--- src/rtl/mc_ctrl_pkg.sv ---
// Shared encodings for the multi-cycle MIPS control FSM.
// Pure type/constant package: no latency, no flow control.
package mc_ctrl_pkg;

    localparam int STATE_W = 4;

    typedef enum logic [STATE_W-1:0] {
        START     = 4'd0,
        FETCH     = 4'd1,
        DECODE    = 4'd2,
        MEM_ADDR  = 4'd3,
        MEM_READ  = 4'd4,
        MEM_WB    = 4'd5,
        MEM_WRITE = 4'd6,
        EXEC      = 4'd7,
        R_WB      = 4'd8,
        ADDI_EXEC = 4'd9,
        ADDI_WB   = 4'd10,
        BRANCH    = 4'd11,
        JUMP      = 4'd12,
        JAL       = 4'd13,
        JR        = 4'd14
    } state_t;

    localparam logic [5:0] OP_RTYPE = 6'h00;
    localparam logic [5:0] OP_J     = 6'h02;
    localparam logic [5:0] OP_JAL   = 6'h03;
    localparam logic [5:0] OP_BEQ   = 6'h04;
    localparam logic [5:0] OP_BNE   = 6'h05;
    localparam logic [5:0] OP_ADDI  = 6'h08;
    localparam logic [5:0] OP_LW    = 6'h23;
    localparam logic [5:0] OP_SW    = 6'h2B;
    localparam logic [5:0] FN_JR    = 6'h08;

    localparam logic [1:0] ALUOP_ADD   = 2'b00;
    localparam logic [1:0] ALUOP_SUB   = 2'b01;
    localparam logic [1:0] ALUOP_FUNCT = 2'b10;

    localparam logic [1:0] SRCB_REGB    = 2'b00;
    localparam logic [1:0] SRCB_FOUR    = 2'b01;
    localparam logic [1:0] SRCB_IMM     = 2'b10;
    localparam logic [1:0] SRCB_IMM_SH2 = 2'b11;

    localparam logic [1:0] PCSRC_ALU    = 2'b00;
    localparam logic [1:0] PCSRC_ALUOUT = 2'b01;
    localparam logic [1:0] PCSRC_JUMP   = 2'b10;
    localparam logic [1:0] PCSRC_RS     = 2'b11;

    localparam logic [1:0] REGDST_RT = 2'b00;
    localparam logic [1:0] REGDST_RD = 2'b01;
    localparam logic [1:0] REGDST_RA = 2'b10;

    localparam logic [1:0] M2R_ALUOUT = 2'b00;
    localparam logic [1:0] M2R_MDR    = 2'b01;
    localparam logic [1:0] M2R_PC     = 2'b10;

endpackage

--- src/rtl/mc_ctrl_dispatch.sv ---
// Maps opcode/funct to the state that follows DECODE, flagging unsupported codes.
// Purely combinational; no flow control.
module mc_ctrl_dispatch
    import mc_ctrl_pkg::*;
(
    input  logic [5:0]         opcode,
    input  logic [5:0]         funct,
    output logic [STATE_W-1:0] decode_next,
    output logic               illegal
);

    always_comb begin
        decode_next = FETCH;
        illegal     = 1'b0;
        case (opcode)
            OP_RTYPE:      decode_next = (funct == FN_JR) ? JR : EXEC;
            OP_ADDI:       decode_next = ADDI_EXEC;
            OP_LW, OP_SW:  decode_next = MEM_ADDR;
            OP_BEQ, OP_BNE: decode_next = BRANCH;
            OP_J:          decode_next = JUMP;
            OP_JAL:        decode_next = JAL;
            default: begin
                decode_next = FETCH;
                illegal     = 1'b1;
            end
        endcase
    end

endmodule

--- src/rtl/multicycle_control.sv ---
// Moore control FSM for the multi-cycle MIPS datapath plus retired-instruction counter.
// 3-5 cycles per instruction; stalls in FETCH/MEM_READ/MEM_WRITE until mem_ready.
module multicycle_control
    import mc_ctrl_pkg::*;
#(
    parameter int CNT_W = 32
) (
    input  logic             clk,
    input  logic             rst_n,
    input  logic [5:0]       opcode,
    input  logic [5:0]       funct,
    input  logic             mem_ready,
    output logic             PCWrite,
    output logic             PCWriteCond,
    output logic             IorD,
    output logic             MemRead,
    output logic             MemWrite,
    output logic             IRWrite,
    output logic             ALUSrcA,
    output logic             RegWrite,
    output logic             NEqual,
    output logic [1:0]       ALUOp,
    output logic [1:0]       ALUSrcB,
    output logic [1:0]       PCSource,
    output logic [1:0]       RegDst,
    output logic [1:0]       MemtoReg,
    output logic             inst_done,
    output logic             illegal_op,
    output logic [CNT_W-1:0] inst_count
);

    state_t             state, next_state;
    logic [STATE_W-1:0] decode_next;
    logic               decode_illegal;

    mc_ctrl_dispatch u_dispatch (
        .opcode      (opcode),
        .funct       (funct),
        .decode_next (decode_next),
        .illegal     (decode_illegal)
    );

    always_ff @(posedge clk) begin
        if (!rst_n) begin
            state      <= START;
            inst_count <= '0;
        end else begin
            state <= next_state;
            if (inst_done)
                inst_count <= inst_count + CNT_W'(1);
        end
    end

    always_comb begin
        next_state  = state;
        PCWrite     = 1'b0;
        PCWriteCond = 1'b0;
        IorD        = 1'b0;
        MemRead     = 1'b0;
        MemWrite    = 1'b0;
        IRWrite     = 1'b0;
        ALUSrcA     = 1'b0;
        RegWrite    = 1'b0;
        NEqual      = 1'b0;
        ALUOp       = ALUOP_ADD;
        ALUSrcB     = SRCB_REGB;
        PCSource    = PCSRC_ALU;
        RegDst      = REGDST_RT;
        MemtoReg    = M2R_ALUOUT;
        inst_done   = 1'b0;
        illegal_op  = 1'b0;

        case (state)
            START: next_state = FETCH;

            FETCH: begin
                MemRead  = 1'b1;
                ALUSrcB  = SRCB_FOUR;
                // IR and PC+4 are only captured on the cycle the read completes
                IRWrite  = mem_ready;
                PCWrite  = mem_ready;
                if (mem_ready)
                    next_state = DECODE;
            end

            DECODE: begin
                ALUSrcB    = SRCB_IMM_SH2;
                illegal_op = decode_illegal;
                next_state = state_t'(decode_next);
            end

            MEM_ADDR: begin
                ALUSrcA    = 1'b1;
                ALUSrcB    = SRCB_IMM;
                next_state = opcode[3] ? MEM_WRITE : MEM_READ;
            end

            MEM_READ: begin
                IorD    = 1'b1;
                MemRead = 1'b1;
                if (mem_ready)
                    next_state = MEM_WB;
            end

            MEM_WB: begin
                RegWrite   = 1'b1;
                RegDst     = REGDST_RT;
                MemtoReg   = M2R_MDR;
                inst_done  = 1'b1;
                next_state = FETCH;
            end

            MEM_WRITE: begin
                IorD     = 1'b1;
                MemWrite = 1'b1;
                if (mem_ready) begin
                    inst_done  = 1'b1;
                    next_state = FETCH;
                end
            end

            EXEC: begin
                ALUSrcA    = 1'b1;
                ALUSrcB    = SRCB_REGB;
                ALUOp      = ALUOP_FUNCT;
                next_state = R_WB;
            end

            R_WB: begin
                RegWrite   = 1'b1;
                RegDst     = REGDST_RD;
                MemtoReg   = M2R_ALUOUT;
                inst_done  = 1'b1;
                next_state = FETCH;
            end

            ADDI_EXEC: begin
                ALUSrcA    = 1'b1;
                ALUSrcB    = SRCB_IMM;
                next_state = ADDI_WB;
            end

            ADDI_WB: begin
                RegWrite   = 1'b1;
                RegDst     = REGDST_RT;
                MemtoReg   = M2R_ALUOUT;
                inst_done  = 1'b1;
                next_state = FETCH;
            end

            BRANCH: begin
                ALUSrcA     = 1'b1;
                ALUSrcB     = SRCB_REGB;
                ALUOp       = ALUOP_SUB;
                PCWriteCond = 1'b1;
                PCSource    = PCSRC_ALUOUT;
                NEqual      = opcode[0];
                inst_done   = 1'b1;
                next_state  = FETCH;
            end

            JUMP: begin
                PCWrite    = 1'b1;
                PCSource   = PCSRC_JUMP;
                inst_done  = 1'b1;
                next_state = FETCH;
            end

            JAL: begin
                PCWrite    = 1'b1;
                PCSource   = PCSRC_JUMP;
                RegWrite   = 1'b1;
                RegDst     = REGDST_RA;
                MemtoReg   = M2R_PC;
                inst_done  = 1'b1;
                next_state = FETCH;
            end

            JR: begin
                PCWrite    = 1'b1;
                PCSource   = PCSRC_RS;
                inst_done  = 1'b1;
                next_state = FETCH;
            end

            default: next_state = START;
        endcase
    end

endmodule
--- config.mk ---
export PLATFORM = sky130hd
export DESIGN_NAME = multicycle_control
export DESIGN_NICKNAME = d
export VERILOG_FILES = /design/src/rtl/mc_ctrl_pkg.sv /design/src/rtl/mc_ctrl_dispatch.sv /design/src/rtl/multicycle_control.sv
export SDC_FILE = /design/constraint.sdc
export NUM_CORES = 1
export LEC_CHECK = 0
export BUFFER_PORTS_ARGS = -buffer_cell sky130_fd_sc_hd__buf_2
export CAP_MARGIN = 20
export CORE_UTILIZATION = 44
export DETAILED_ROUTE_END_ITERATION = 6
export PLACE_DENSITY_LB_ADDON = 0.3
export SETUP_SLACK_MARGIN = 0.05
export SLEW_MARGIN = 30
export SYNTH_ARGS = -nofsm -noshare
export SYNTH_HDL_FRONTEND = slang
export SYNTH_HIERARCHICAL = 1
export SYNTH_SLANG_ARGS = --single-unit
--- constraint.sdc ---
create_clock -name clk -period 2 [get_ports clk]
set_input_delay 0.1 -clock clk [delete_from_list [all_inputs] [get_ports clk]]
set_output_delay 0.1 -clock clk [all_outputs]
set_load 0.05 [all_outputs]
# Word level (Yosys, flattened, before mapping)
# Cells that the tools add are included.
dict set report classes {
  n_addsub 1
  multipliers 0
  div 0
  n_lt_le_gt_ge 0
  n_eq_ne 25
  shifts 0
  mux 25
  n_bitwise 0
  reduce_logical 15
}
# op count
set ops {}
lappend ops {{32-bit by 1-bit adder with 32-bit output (second input constant)} 1}
lappend ops {{4-bit one-hot mux with 8 select lines} 1}
lappend ops {{4-bit == test (second input constant)} 7}
lappend ops {{4-bit one-hot mux with 6 select lines} 1}
lappend ops {{4-bit by 3-bit == test with 1-bit output (second input constant)} 4}
lappend ops {{4-bit 2-to-1 mux} 4}
lappend ops {{8-bit OR reduction} 2}
lappend ops {{6-bit by 2-bit == test with 1-bit output (second input constant)} 2}
lappend ops {{6-bit by 3-bit == test with 1-bit output (second input constant)} 2}
lappend ops {{6-bit by 4-bit == test with 1-bit output (second input constant)} 2}
lappend ops {{6-bit == test (second input constant)} 2}
lappend ops {{2-bit one-hot mux with 2 select lines} 3}
lappend ops {{2-bit one-hot mux with 3 select lines} 2}
lappend ops {{2-bit OR reduction} 6}
lappend ops {{1-bit 2-to-1 mux} 11}
lappend ops {{4-bit by 2-bit == test with 1-bit output (second input constant)} 2}
lappend ops {{4-bit OR reduction} 2}
lappend ops {{7-bit OR reduction} 1}
lappend ops {{6-bit zero test} 1}
lappend ops {{2-bit inequality test (second input constant)} 3}
lappend ops {{4-bit by 1-bit == test with 1-bit output (second input constant)} 1}
lappend ops {{4-bit zero test} 1}
lappend ops {{1-bit one-hot mux with 2 select lines} 2}
lappend ops {{3-bit AND reduction} 1}
lappend ops {{2 further kinds} 2}
dict set report word_totals {
  ff_bits 36
  latch_bits 0
  ramBits 0
  romBits 0
  in_bits 15
  output_inout_bits 53
  word_cells 68
  n_memories 0
}

# Longest topological paths before layout
dict set report logic_depth {
  ltp_word 4
  mapped_depth 7
  depth_no_buf 7
}

# Cells and area by module
# The synthesis kept the hierarchy.
# module n_inst cells_each area_each_um2 seq_area_each_um2
set by_module_without_submodules {}
lappend by_module_without_submodules {multicycle_control 1 242 1980.6 720.7}
lappend by_module_without_submodules {mc_ctrl_dispatch 1 26 161.4 0.0}

# Worst setup path after synthesis
# No wires, ideal clock.
dict set report synth_timing {
  path_kind {register to output}
  from {reg state[2]}
  to {out MemRead}
  arrival_ns 2.078
  t_required_ns 1.900
  slack_ns -0.178
  path_stages_with_launch 5
  n_path_buf 2
  cell_sequence {dfxtp_1 > buf_2 > clkbuf_1 > xor2_1 > nor3b_1}
}
dict set report synth_between {
  elab_chain_cells 3
  word_cells_on_any_way 4
  cone_classes {2 x eq/ne; 1 x mux; 1 x reduce/logical}
}
# element line
set synth_lines {}
lappend synth_lines {{from (decl)} multicycle_control.sv:32} ;# state_t state, next_state;
lappend synth_lines {{from (signal assigned)} multicycle_control.sv:48} ;# state <= next_state;
lappend synth_lines {{4-bit by 3-bit == test with 1-bit output / 4-bit by 1-bit == test with 1-bit output (equally long branches)} multicycle_control.sv:73} ;# case (state)
lappend synth_lines {{2-bit OR reduction (no line) *} --}
lappend synth_lines {{1-bit 2-to-1 mux *} multicycle_control.sv:73}
lappend synth_lines {{to (decl)} multicycle_control.sv:16} ;# output logic MemRead,
# Every way passes the cells marked *; elsewhere a longest branch is shown, timed or not.

# Worst setup path after layout
dict set report layout_timing {
  from {reg state[1]}
  to {out inst_done}
}
dict set report layout_between {
  elab_chain_cells 3
  word_cells_on_any_way 10
  cone_classes {8 x eq/ne; 1 x mux; 1 x reduce/logical}
}
# element line
set layout_lines {}
lappend layout_lines {{4-bit == test / 4-bit by 3-bit == test with 1-bit output (equally long branches)} multicycle_control.sv:73}
lappend layout_lines {{7-bit OR reduction (no line)} --}
lappend layout_lines {{1-bit one-hot mux with 2 select lines *} multicycle_control.sv:73}
lappend layout_lines {{to (decl)} multicycle_control.sv:27} ;# output logic inst_done,
# Marks and branches as above.

==> impl_metrics.env <==
export IMPL_outcome="completed"
export IMPL_crit_path_max_fanout=10
export IMPL_wirelength_um=4930
export IMPL_async_flop_share_pct=0
export IMPL_grt_pass1_vias=1885
export IMPL_cp_buffers_inverters=2
export IMPL_die_x_um=71.8
export IMPL_syn_area_mm2=0.00214
export IMPL_power_total_w=0.00147
export IMPL_area_growth_pct=25.4
export IMPL_fin_setup_tns_ns=0
export IMPL_utilization_pct=57.2
export IMPL_post_cts_repair_setup_buffers=0
export IMPL_routedWlPerCell_um=12.5
export IMPL_clock_latency_ns=0.29
export IMPL_cp_slowest_cell="nand4_1"
export IMPL_clk_path_buf_depth=2
export IMPL_path_class="reg2out"
export IMPL_powerDensity_mw_per_mm2=547
export IMPL_track_usage_pct=20.2
export IMPL_antenna_left=0
export IMPL_drive_above_1_share_pct=30.8
export IMPL_portBuffers=67
export IMPL_hpwl_um=3750
export IMPL_dr_pass1_iters=4
export IMPL_drv_cap=0
export IMPL_syn_area_per_cell_um2=7.99
export IMPL_cts_tree="done"
export IMPL_die_h_um=71.8
export IMPL_synth_top_area_share_pct=33.6
export IMPL_place_congestion=0.834
export IMPL_drc_errors=0
export IMPL_syn_inst=268
export IMPL_cp_startpoint="state[1]$_SDFFE_PN0P_"
export IMPL_fin_crit_ns=1.82
export IMPL_fill_cells=448
export IMPL_critPathLaunchType="flip-flop"
export IMPL_hp_start="rst_n"
export IMPL_rr_worst_depth=5
export IMPL_coreArea_mm2=0.00469
export IMPL_synth_top_area_cell="dfxtp_1"
export IMPL_leakagePower_nw=1.22
export IMPL_grt_antenna_before_repair=0
export IMPL_max_slew_margin_pct=66.9
export IMPL_initial_core_util_pct=45.7
export IMPL_vias=2081
export IMPL_finalHoldViolCount=0
export IMPL_worst_hold_path_type="in2reg"
export IMPL_ctsHtreeMaxLevel=2
export IMPL_synth_edf_count=0
export IMPL_cp_depth=4
export IMPL_syn_nets=284
export IMPL_instances_no_fill=395
export IMPL_std_cell_rows=25
export IMPL_root_buffer="clkbuf_8"
export IMPL_ys_types=42
export IMPL_cts_repair_resized=0
export IMPL_worstMarginPinSlew_ns=0.493
export IMPL_rsz0062_at_grt="no"
export IMPL_fin_worst_skew_ns=0.00817
export IMPL_cp_end_kind="output port"
export IMPL_max_stage_delay_ns=0.38
export IMPL_yosys_register_bits=36
export IMPL_min_path_cells=2
export IMPL_cp_top_family="simple AND/OR/NAND/NOR gates"
export IMPL_yosysSeqAreaShare_pct=33.6
export IMPL_drt_iter0_markers=60
export IMPL_placedCellCount=387
export IMPL_ys_flop_type="dfxtp_1"
export IMPL_path_clk_slew_ns=0.07
export IMPL_yosys_warnings=6
export IMPL_hold_ws_ns=0.0633
export IMPL_netlist_top_cells_area="dfxtp_1 (34%), xor2_1 (11%), nor2_1 (8.6%)"
export IMPL_pin_count=68
export IMPL_crit_required_ns=1.90
export IMPL_routed_via_density=5.27
export IMPL_cp_data_arrival_time_ns=1.72
export IMPL_reg2reg_from="inst_count[15]$_SDFFE_PN0P_"
export IMPL_nNetsFinal=356
export IMPL_grt_max_degree=19
export IMPL_grt_overflow=0
export IMPL_dieArea_mm2=0.00515
export IMPL_worstPathCellList="buf_4 > nand4b_1 > nand4_1 > buf_2"
export IMPL_diodes=0
export IMPL_setup_viol=0
export IMPL_fmax_mhz=550
export IMPL_period_share_pct=90.9
export IMPL_cts_buffers=5
export IMPL_slew_viol_final=0
export IMPL_peakVddDrop_mv=0.421
export IMPL_cts_sinks=36
export IMPL_grt_pass1_wl_um=8360
export IMPL_hold_buffers=0
## routing by layer
| layer | wire length [µm] | global-route usage, % |
|---|---|---|
| met5 | 0 | 0 |
| met4 | 76 | 7.41 |
| met3 | 187 | 4.36 |
| met2 | 2340 | 34.8 |
| met1 | 2330 | 24.8 |
## worst paths after layout
path / slack [ns] / endpoint
hold reg to reg: 0.50 / inst_count[31]$_SDFFE_PN0P_
setup reg to reg: 0.34 / inst_count[31]$_SDFFE_PN0P_
hold / removal: 0.06 / inst_count[18]$_SDFFE_PN0P_
setup / recovery: 0.18 / inst_done
## flip-flops by register name (all words and copies together) (netlist names)
name / flops
inst_count: 32
state: 4
## report_power, final
group	switching, W	internal (W)
Sequential	0.00000537	0.000723
Combinational	0.000148	0.0000701
Clock	0.000249	0.000274
Total	0.000403	0.00107
## per-stage QoR
step	instance area, µm²	setup slack (ns)
finish	2690	0.183
global placement	2590	0.404
CTS	2690	0.193
detailed placement	2590	0.365
floorplan	2170	0.0548
global route	2690	0.0788
## final cells by class
type	count	area, µm²	area share, %
well taps	54	67.6	2.52
clock buffers	6	82.6	3.08
inverters	4	15.0	0.559
multi-input cells	212	1350	50.1
flip-flops and latches	36	723	26.9
repair buffers	81	440	16.4
clock inverters	2	10.0	0.373
## placed cells by master (no fill, tap or decap), types with 2 or more instances in the layout
cell type  Yosys  layout
buf_2          3      67
nor2_1        49      47
dfxtp_1       36      34
xor2_1        27      27
nand4_1       22      22
buf_4          4      14
nand2_1       12      12
and3_1        10      10
a21oi_1       11      10
nand3_1       10      10
o21ai_0        9       9
nor3_1         7       7
clkbuf_8       0       6
nor2b_1        5       5
and2_1         5       5
nand4b_1       4       4
nand2b_1       4       4
and4_1         4       4
nor2_2         1       3
mux2i_1        3       3
inv_1          3       3
or3_1          3       3
xnor2_1        3       3
nand3b_1       2       2
nor3b_2        0       2
o21bai_1       2       2
nor3b_1        4       2
clkinv_2       0       2
dfxtp_2        0       2
## cells by family (layout without fill, tap and decap cells)
kind of cell,Yosys count,count (layout),share of synthesized area (%)
buffers and inverters,20,93,4.38
multiplexers,3,3,1.40
flip-flops,36,36,33.6
AO/OA/AOI/OAI,28,28,8.53
XOR/XNOR,30,30,12.3
AND/OR/NAND/NOR,150,150,39.2
adder cells (fa/ha/maj),1,1,0.584
## Yosys cell counts (all sizes together), types with 2 or more instances
library cell   n
nand4b         4
nor3b          5
inv            3
and4           4
dfxtp         36
buf            7
nor3           8
clkbuf         9
or3            3
nor2          50
nand3         11
a21oi         11
xnor2          3
nand3b         2
and2           5
nor2b          5
o21bai         2
xor2          27
o21ai          9
nand4         23
nand2         12
and3          10
nand2b         4
mux2i          3
Power figures use the tool's default switching activity.
